[config.mk]
export PLATFORM = sky130hd
export DESIGN_NAME = gcm_result_collector
export DESIGN_NICKNAME = d
export VERILOG_FILES = /design/src/rtl/gcm_result_collector.sv
export SDC_FILE = /design/constraint.sdc
export NUM_CORES = 2
export LEC_CHECK = 0
export ABC_AREA = 1
export ABC_CLOCK_PERIOD_IN_PS = 37300
export CORE_MARGIN = 3
export CORE_UTILIZATION = 53
export DETAILED_ROUTE_END_ITERATION = 12
export GPL_TIMING_DRIVEN = 0
export PLACE_DENSITY = 0.74
export RECOVER_POWER = 100
export SYNTH_ARGS = -nofsm -noshare
export SYNTH_HDL_FRONTEND = slang
export SYNTH_SLANG_ARGS = --single-unit
[constraint.sdc]
create_clock -name clk -period 37.3 [get_ports clk]
set_input_delay 5.595 -clock clk [delete_from_list [all_inputs] [get_ports clk]]
set_output_delay 5.595 -clock clk [all_outputs]
set_load 0.03 [all_outputs]
[src/rtl/gcm_result_collector.sv]
// Result collector for the GCM wrapper: buffers cipher blocks and tags in a
// first-word-fall-through FIFO and re-issues them as a valid/ready stream,
// with a per-message block count attached to each tag entry.
module gcm_result_collector #(
    parameter int unsigned DEPTH = 8,
    parameter int unsigned CNT_W = 16
) (
    input  logic                     clk,
    input  logic                     rst,
    input  logic                     i_cp_ready,
    input  logic [0:127]             i_cipher_text,
    input  logic [288:0]             i_bypass_text,
    input  logic                     i_tag_ready,
    input  logic [0:127]             i_tag,
    output logic                     o_valid,
    input  logic                     i_ready,
    output logic [0:127]             o_data,
    output logic [288:0]             o_bypass,
    output logic                     o_is_tag,
    output logic                     o_last,
    output logic [CNT_W-1:0]         o_msg_blocks,
    output logic [$clog2(DEPTH):0]   o_level,
    output logic                     o_overflow
);

    localparam int unsigned AW    = $clog2(DEPTH);
    localparam int unsigned PTR_W = AW + 1;

    typedef enum logic {
        IDLE = 1'b0,
        PEND = 1'b1
    } state_e;

    // Entry storage, one array per field
    logic [0:127]     data_mem [DEPTH];
    logic [288:0]     byp_mem  [DEPTH];
    logic             tag_mem  [DEPTH];
    logic [CNT_W-1:0] cnt_mem  [DEPTH];

    logic [PTR_W-1:0] wr_ptr_q, wr_ptr_d;
    logic [PTR_W-1:0] rd_ptr_q, rd_ptr_d;
    state_e           state_q, state_d;
    logic [CNT_W-1:0] blk_cnt_q, blk_cnt_d;
    logic             ovf_q, ovf_d;
    logic [0:127]     pend_tag_q, pend_tag_d;
    logic [CNT_W-1:0] pend_cnt_q, pend_cnt_d;

    logic             empty, full, pop, space;
    logic [CNT_W-1:0] blk_inc;
    logic             wr_req, wr_en;
    logic [0:127]     wr_data;
    logic [288:0]     wr_byp;
    logic             wr_is_tag;
    logic [CNT_W-1:0] wr_cnt;
    logic [AW-1:0]    rd_idx;

    assign empty   = (wr_ptr_q == rd_ptr_q);
    assign full    = ((wr_ptr_q ^ rd_ptr_q) == {1'b1, {AW{1'b0}}});
    assign pop     = !empty && i_ready;
    assign space   = !full || pop;
    assign blk_inc = (&blk_cnt_q) ? blk_cnt_q : blk_cnt_q + CNT_W'(1);
    assign rd_idx  = rd_ptr_q[AW-1:0];

    // Tag sequencing, block counting, overflow detection and write-port mux
    always_comb begin
        state_d    = state_q;
        blk_cnt_d  = blk_cnt_q;
        ovf_d      = ovf_q;
        pend_tag_d = pend_tag_q;
        pend_cnt_d = pend_cnt_q;
        wr_req     = 1'b0;
        wr_data    = '0;
        wr_byp     = '0;
        wr_is_tag  = 1'b0;
        wr_cnt     = '0;
        case (state_q)
            IDLE: begin
                if (i_cp_ready) begin
                    wr_req  = 1'b1;
                    wr_data = i_cipher_text;
                    wr_byp  = i_bypass_text;
                    if (!space) ovf_d = 1'b1;
                    if (i_tag_ready) begin
                        // Tag waits one cycle behind its own last block
                        pend_tag_d = i_tag;
                        pend_cnt_d = blk_inc;
                        blk_cnt_d  = '0;
                        state_d    = PEND;
                    end else begin
                        blk_cnt_d = blk_inc;
                    end
                end else if (i_tag_ready) begin
                    blk_cnt_d = '0;
                    if (space) begin
                        wr_req    = 1'b1;
                        wr_data   = i_tag;
                        wr_is_tag = 1'b1;
                        wr_cnt    = blk_cnt_q;
                    end else begin
                        // No room: park the tag and retry rather than drop it
                        pend_tag_d = i_tag;
                        pend_cnt_d = blk_cnt_q;
                        state_d    = PEND;
                    end
                end
            end
            PEND: begin
                if (i_tag_ready) ovf_d = 1'b1;
                if (i_cp_ready) begin
                    // Cipher of the next message wins the write port
                    wr_req    = 1'b1;
                    wr_data   = i_cipher_text;
                    wr_byp    = i_bypass_text;
                    if (!space) ovf_d = 1'b1;
                    blk_cnt_d = blk_inc;
                end else if (space) begin
                    wr_req    = 1'b1;
                    wr_data   = pend_tag_q;
                    wr_is_tag = 1'b1;
                    wr_cnt    = pend_cnt_q;
                    state_d   = IDLE;
                end
            end
            default: state_d = IDLE;
        endcase
        wr_en    = wr_req && space;
        wr_ptr_d = wr_ptr_q + PTR_W'(wr_en);
        rd_ptr_d = rd_ptr_q + PTR_W'(pop);
    end

    // Control registers
    always_ff @(posedge clk) begin
        if (rst) begin
            wr_ptr_q   <= '0;
            rd_ptr_q   <= '0;
            state_q    <= IDLE;
            blk_cnt_q  <= '0;
            ovf_q      <= 1'b0;
            pend_tag_q <= '0;
            pend_cnt_q <= '0;
        end else begin
            wr_ptr_q   <= wr_ptr_d;
            rd_ptr_q   <= rd_ptr_d;
            state_q    <= state_d;
            blk_cnt_q  <= blk_cnt_d;
            ovf_q      <= ovf_d;
            pend_tag_q <= pend_tag_d;
            pend_cnt_q <= pend_cnt_d;
        end
    end

    // FIFO memory write; contents are left untouched by reset
    always_ff @(posedge clk) begin
        if (!rst && wr_en) begin
            data_mem[wr_ptr_q[AW-1:0]] <= wr_data;
            byp_mem[wr_ptr_q[AW-1:0]]  <= wr_byp;
            tag_mem[wr_ptr_q[AW-1:0]]  <= wr_is_tag;
            cnt_mem[wr_ptr_q[AW-1:0]]  <= wr_cnt;
        end
    end

    // Head of FIFO, zeroed while empty
    assign o_valid      = !empty;
    assign o_data       = empty ? '0 : data_mem[rd_idx];
    assign o_bypass     = empty ? '0 : byp_mem[rd_idx];
    assign o_is_tag     = empty ? 1'b0 : tag_mem[rd_idx];
    assign o_last       = o_is_tag;
    assign o_msg_blocks = empty ? '0 : cnt_mem[rd_idx];
    assign o_level      = wr_ptr_q - rd_ptr_q;
    assign o_overflow   = ovf_q;

endmodule

# Word-level counts from Yosys, hierarchy flattened
# Memory sizes are Yosys's and may differ from the RTL's. A register that Yosys moved wholly into a read port is not among the register bits.
# Index checks and enable logic that the tools add are counted.
totals:
  regBits: 170
  ramBits: 3472
  inputBits: 550
  output_inout_bits: 441
  n_memories: 4
classes:
  addsub: 4
  eq_ne: 7
  mux: 57
  bitwise: 2
  reduce_logical: 11
memory_table:
  columns: ["name", "words", "word_bits", "read_ports", "rd_ports_with_merged_regs", "wr", "line_no", "text"]
  rows:
  - ["byp_mem", 8, 289, 1, 1, 1, "36", "logic [288:0] byp_mem [DEPTH];"]
  - ["data_mem", 8, 128, 1, 1, 1, "35", "logic [0:127] data_mem [DEPTH];"]
  - ["cnt_mem", 8, 16, 1, 1, 1, "38", "logic [CNT_W-1:0] cnt_mem [DEPTH];"]
  - ["tag_mem", 8, 1, 1, 1, 1, "37", "logic tag_mem [DEPTH];"]
op_table:
  columns: ["cell", "count"]
  rows:
  - ["$mux 128", 10]
  - ["$mux 289", 2]
  - ["$pmux 128 s2", 1]
  - ["$mux 16", 15]
  - ["$pmux 16 s2", 2]
  - ["$mux 1", 19]
  - ["$add 16x1->16 const B", 1]
  - ["$reduce_and 16->1", 1]
  - ["$mux 3", 4]
  - ["$add 4x1->4", 2]
  - ["$ne 2x2->1 const B", 4]
  - ["$pmux 1 s2", 4]
  - ["$eq 4x4->1", 1]
  - ["$eq 4x4->1 const B", 1]
  - ["$reduce_and 2->1", 2]
  - ["$sub 4x4->4", 1]
  - ["$xor 4x4->4", 1]
  - ["$logic_and 1x1->1", 3]
  - ["$logic_not 1->1", 3]
  - ["$ne 3x3->1 const B", 1]
  - ["$reduce_and 3->1", 1]
  - ["$logic_or 1x1->1", 1]
  - ["$not 1->1", 1]

# Depth between registers and ports, before layout
logic_depth:
  word_depth: 12
  ltp_mapped: 15
  ltp_nobuf: 11

# Least setup slack after synthesis
# Ideal clock, no wire load.
synth_timing:
  kind: "input to register"
  from: "in rst"
  to: "mem byp_mem[2][0], enable pin"
  setup_ns: 1.767
  arrival_ns: 35.501
  required_time_ns: 35.533
  slack_ns: 0.031
  path_stages: 5
  n_path_buf: 2
  cell_sequence: "clkbuf_1 -> inv_1 -> clkbuf_1 -> nand2_1 -> nor3_1"
synth_via:
  elab_chain_len: 4
synth_rtl:
  columns: ["element", "line_no", "text"]
  rows:
  - ["start: declaration", "9", "input logic rst,"]
  - ["$logic_not 1->1", "154", "if (!rst && wr_en) begin"]
  - ["$logic_and 1x1->1", "154", null]
  - ["$mux 1", "154", null]
  - ["$mux 1 (not written as such)", "156", "byp_mem[wr_ptr_q[AW-1:0]] <= wr_byp;"]
  - ["end: declaration", "36", null]
# Every way passes these cells.

# Worst setup path after layout
layout_timing:
  from: "in rst"
  to: "mem byp_mem[5][186], enable pin"
# Same word-level chain as after synthesis.

==> qor.tcl <==
set qor(worstHoldPathType) {flip-flop to flip-flop}
set qor(tritoncts_clock_tree) {done}
set qor(vdd.ir_drop.worst_uv) 51.4
set qor(r2r_cells) 24
set qor(ys_seq_area_share_pct) 74.3
set qor(timing.slew.headroom_pct) -31.8
set qor(highest_delay_cell_along_the_critical_path) {sky130_fd_sc_hd__clkbuf_1}
set qor(setup_repair_after_global_routing_missed_its_margin) {no}
set qor(grt_pass1_wl_um) 667000
set qor(first_pass_detailed_route_iteration_total) 6
set qor(die_area_sq_um) 280000
set qor(viasPerCell) 6.11
set qor(yosys_most_used_dff) {sky130_fd_sc_hd__edfxtp_1}
set qor(worstReg2RegStart) {rd_ptr_q[2]}
set qor(synth-warning-count) 0
set qor(cellLeakagePower_uw) 0.0601
set qor(power.switching_uw) 4010
set qor(status) {complete, but fails checks}
set qor(synth-compound-area-share_pct) 13.0
set qor(synth_adder_area_share_pct) 0.0828
set qor(detail_route.wirelength_um) 462000
set qor(yosys.area_share.xor_xnor_pct) 0.0664
set qor(final_antenna_net_count) 0
set qor(dr_total_vias) 107000
set qor(synth_top_family_by_area) {compound AO/OA/AOI/OAI gates}
set qor(syn-mean-instance-area_sq_um) 12.3
set qor(finalHoldWorstSlack_ps) 455
set qor(combinational_cell_fraction_of_total_power_pct) 28.7
set qor(critPathBufInv) 16
set qor(seqPwrFrac_pct) 39.8
set qor(finalClockSkew_ps) 85.2
set qor(cts-buffers-inserted) 375
set qor(async_reset_ff_share_pct) 0
set qor(clock.fmax_ghz) 0.0650
set qor(ctsHoldBuffers) 0
set qor(num_rows) 191
set qor(top_ports) 991
set qor(synth.ff_latch_count) 3642
set qor(final_period_minus_worst_setup_slack_ps) 15400
set qor(post_synth_inst_count) 11800
set qor(max_slew.worst_pin.slew_ps) 1980
set qor(report.final.setup_viol) 0
set qor(max-cap-violations) 12
set qor(worst_case_register_to_register_setup_slack_ps) 25150
set qor(hpwl_after_detailed_placement_um) 324000
set qor(first_global_vias) 103000
set qor(crit_chain) {clkbuf_1 -> inv_1 -> clkbuf_1 -> nand2_1 -> nor3_1 -> clkbuf_1 -> clkbuf_1 -> clkbuf_1 -> clkbuf_1 -> clkbuf_1 -> clkbuf_1 -> clkbuf_1 -> clkbuf_1 -> clkbuf_1 -> clkbuf_1 -> clkbuf_1 -> clkbuf_1 -> clkbuf_1}
set qor(swShare_pct) 34.2
set qor(mostFrequentLayoutCell) {sky130_fd_sc_hd__edfxtp_1}
set qor(worstHoldPathCells) 2
set qor(p_int_uw) 7710
set qor(gp_congestion) 0.916
set qor(synth_simple_gate_area_share_pct) 8.64
set qor(muxShareOfSynthArea_pct) 0
set qor(final-max-slew-violation-count) 116
set qor(die_x_um) 529
set qor(critPathCaptureType) {flip-flop}
set qor(grt_start_max_net_pins) 17
set qor(initial_utilization_pct) 53.4
set qor(timing.critical_path.from_type) {primary input}
set qor(final_min_period_over_clock_period_pct) 41.3
set qor(syn-num-nets) 12400
set qor(worst-path-max-fanout) 11
set qor(finalNetCount) 14100
set qor(fin_ws_ps) 21900
set qor(areaGrowthSynthToFinish_pct) 19.3
set qor(violations_in_the_final_reports) {capacitance limit, slew limit}
set qor(clkPwrFrac_pct) 31.5
set qor(clkLatencyLatePin_ps) 1010
set qor(hp-start) {pend_tag_q[87]}
set qor(mappedNetlistArea_sq_um) 145000
set qor(h_tree_lvls) 5
set qor(synth_enable_flop_cells) 3472
set qor(cell_area_after_placement_sq_um) 164000
set qor(dieHeight_um) 529
set qor(post-cts-setup-buffers) 0
set qor(worst_ep_arrival_time_ps) 16030
set qor(post-place-ws_ps) 26010
set qor(final_core_util_pct) 63.7
set qor(critical_path_required_ps) 37930
set qor(design_area_sq_um) 173000
set qor(globalRouteTotalUtil_pct) 32.1
set qor(cts_sinks) 3642
set qor(final.setup.tns_ps) 0
set qor(clk_path_buf_depth) 4
set qor(core_area_sq_um) 271000
set qor(worstSetupPathType) {primary input to flip-flop}
set qor(overflow) 0
set qor(hold_viol) 0
set qor(worst_path_most_repeated_cell) {sky130_fd_sc_hd__clkbuf_1}
set qor(yosysUniqueCellTypes) 28
set qor(regToRegEndpoint) {byp_mem[5][186]}
set qor(path_clk_slew_ps) 60
set qor(initial_drc_count) 15300
set qor(port-buffer-count) 989
set qor(ctsRootBufferMaster) {sky130_fd_sc_hd__clkbuf_16}
set qor(min_delay_worst_endpoint) {pend_tag_q[87]}
set qor(path_delay_family) {buffers and inverters}
set qor(cellPowerDensity_nw_per_um2) 67.8
set qor(final_layout_size_suffix_gt1_share_pct) 5.87
set qor(grt_antenna_before_repair) 56
set qor(drt_drc_violations_left) 0
set qor(wire_per_inst_um) 26.5
set qor(post_cts_resized) 0
set qor(cp_slowest_stage_delay_ps) 960
set qor(commonest_cells_after_routing_fill_and_taps_aside) {3472 x sky130_fd_sc_hd__edfxtp_1, 2631 x sky130_fd_sc_hd__nor2_1, 2088 x sky130_fd_sc_hd__o21ai_0}
==> power by group through the flow <==
stage / Clock (uW) / Sequential (uW) / Combinational (uW)
floorplan: 0 / 4880 / 1830
global placement: 0 / 4990 / 3310
detailed placement: 0 / 4740 / 3400
CTS: 3700 / 4660 / 3430
global route: 3870 / 4670 / 3540
finish: 3690 / 4660 / 3360
==> synth_stat cells (all sizes together), types with 128 or more instances <==
master / instances / area, sq um
buf: 326 / 1920
o211ai: 128 / 961
a21oi: 164 / 821
inv: 490 / 1840
clkbuf: 526 / 1970
a31oi: 434 / 2720
nand2: 639 / 2410
nor2: 2632 / 9890
dfxtp: 170 / 3400
edfxtp: 3472 / 104000
o21ai: 2309 / 11600
o22ai: 446 / 2790
==> layout make-up <==
cell class / instances / area, sq um
Antenna cell: 46 / 115
Buffer: 852 / 3860
Clock buffer: 459 / 9990
Clock inverter: 208 / 2020
Fill cell: 19700 / 98600
Inverter: 490 / 1840
Multi-Input combinational cell: 6818 / 31600
Sequential cell: 3642 / 108000
Tap cell: 3570 / 4470
Timing Repair Buffer: 1382 / 11400
==> through the flow <==
stage	power [uW]	instances
global route	12100	17400
floorplan	6710	11800
CTS	11800	17400
finish	11700	17500
global placement	8300	16400
detailed placement	8150	16800
==> worst register-to-register path: stages, from the launching register on <==
cell and delay, ps:
sky130_fd_sc_hd__dfxtp_1 340, sky130_fd_sc_hd__inv_1 470, sky130_fd_sc_hd__clkbuf_1 850, sky130_fd_sc_hd__clkbuf_1 580, sky130_fd_sc_hd__ha_1 430, sky130_fd_sc_hd__nand3_1 130
sky130_fd_sc_hd__nor2_1 50, sky130_fd_sc_hd__nand2_1 120, sky130_fd_sc_hd__inv_1 70, sky130_fd_sc_hd__a21oi_1 210, sky130_fd_sc_hd__nand2_1 230, sky130_fd_sc_hd__nor3_1 690
sky130_fd_sc_hd__clkbuf_1 520, sky130_fd_sc_hd__clkbuf_1 580, sky130_fd_sc_hd__clkbuf_1 650, sky130_fd_sc_hd__clkbuf_1 590, sky130_fd_sc_hd__clkbuf_1 590, sky130_fd_sc_hd__clkbuf_1 600
sky130_fd_sc_hd__clkbuf_1 580, sky130_fd_sc_hd__clkbuf_1 620, sky130_fd_sc_hd__clkbuf_1 600, sky130_fd_sc_hd__clkbuf_1 600, sky130_fd_sc_hd__clkbuf_1 620, sky130_fd_sc_hd__clkbuf_1 590
sky130_fd_sc_hd__clkbuf_1 500
==> state kept, by name (all words and copies together) (netlist names), 4 cells and up <==
name        flops
cnt_mem       128
pend_cnt_q     16
wr_ptr_q        4
data_mem     1024
blk_cnt_q      16
byp_mem      2312
rd_ptr_q        4
pend_tag_q    128
tag_mem         8
==> worst max path at each step <==
stage | from | to | depth (start not counted) | slack (ps)
floorplan | rst | byp_mem[2][0] | 5 | 30
global placement | rst | byp_mem[7][191] | 5 | -26990
detailed placement | rd_ptr_q[2] | o_data[3] | 12 | 26010
CTS | rd_ptr_q[2] | o_data[14] | 12 | 24870
global route | rst | byp_mem[5][186] | 18 | 21490
finish | rst | byp_mem[5][186] | 18 | 21900
==> layer usage <==
layer | global-route usage (%) | part of all wire, % | wire [um] | vias up
li1 | - | - | - | 46200
met1 | 42.9 | 36 | 168000 | 51700
met3 | 7.96 | 13 | 58400 | 1161
met2 | 49.1 | 45 | 210000 | 7543
met4 | 16.5 | 5.7 | 26200 | 8
met5 | 0 | 0.012 | 57 | -
==> logic make-up (layout without fill, tap and decap cells) <==
| kind of cell | after synthesis | after routing |
|---|---|---|
| fa+ha+maj | 9 | 9 |
| xor+xnor | 11 | 11 |
| simple gates | 3317 | 3317 |
| compound gates | 3481 | 3481 |
| buf+inv | 1342 | 3391 |
| flops | 3642 | 3642 |
| other cells | 0 | 46 |
(Power assumes the default switching activity.)
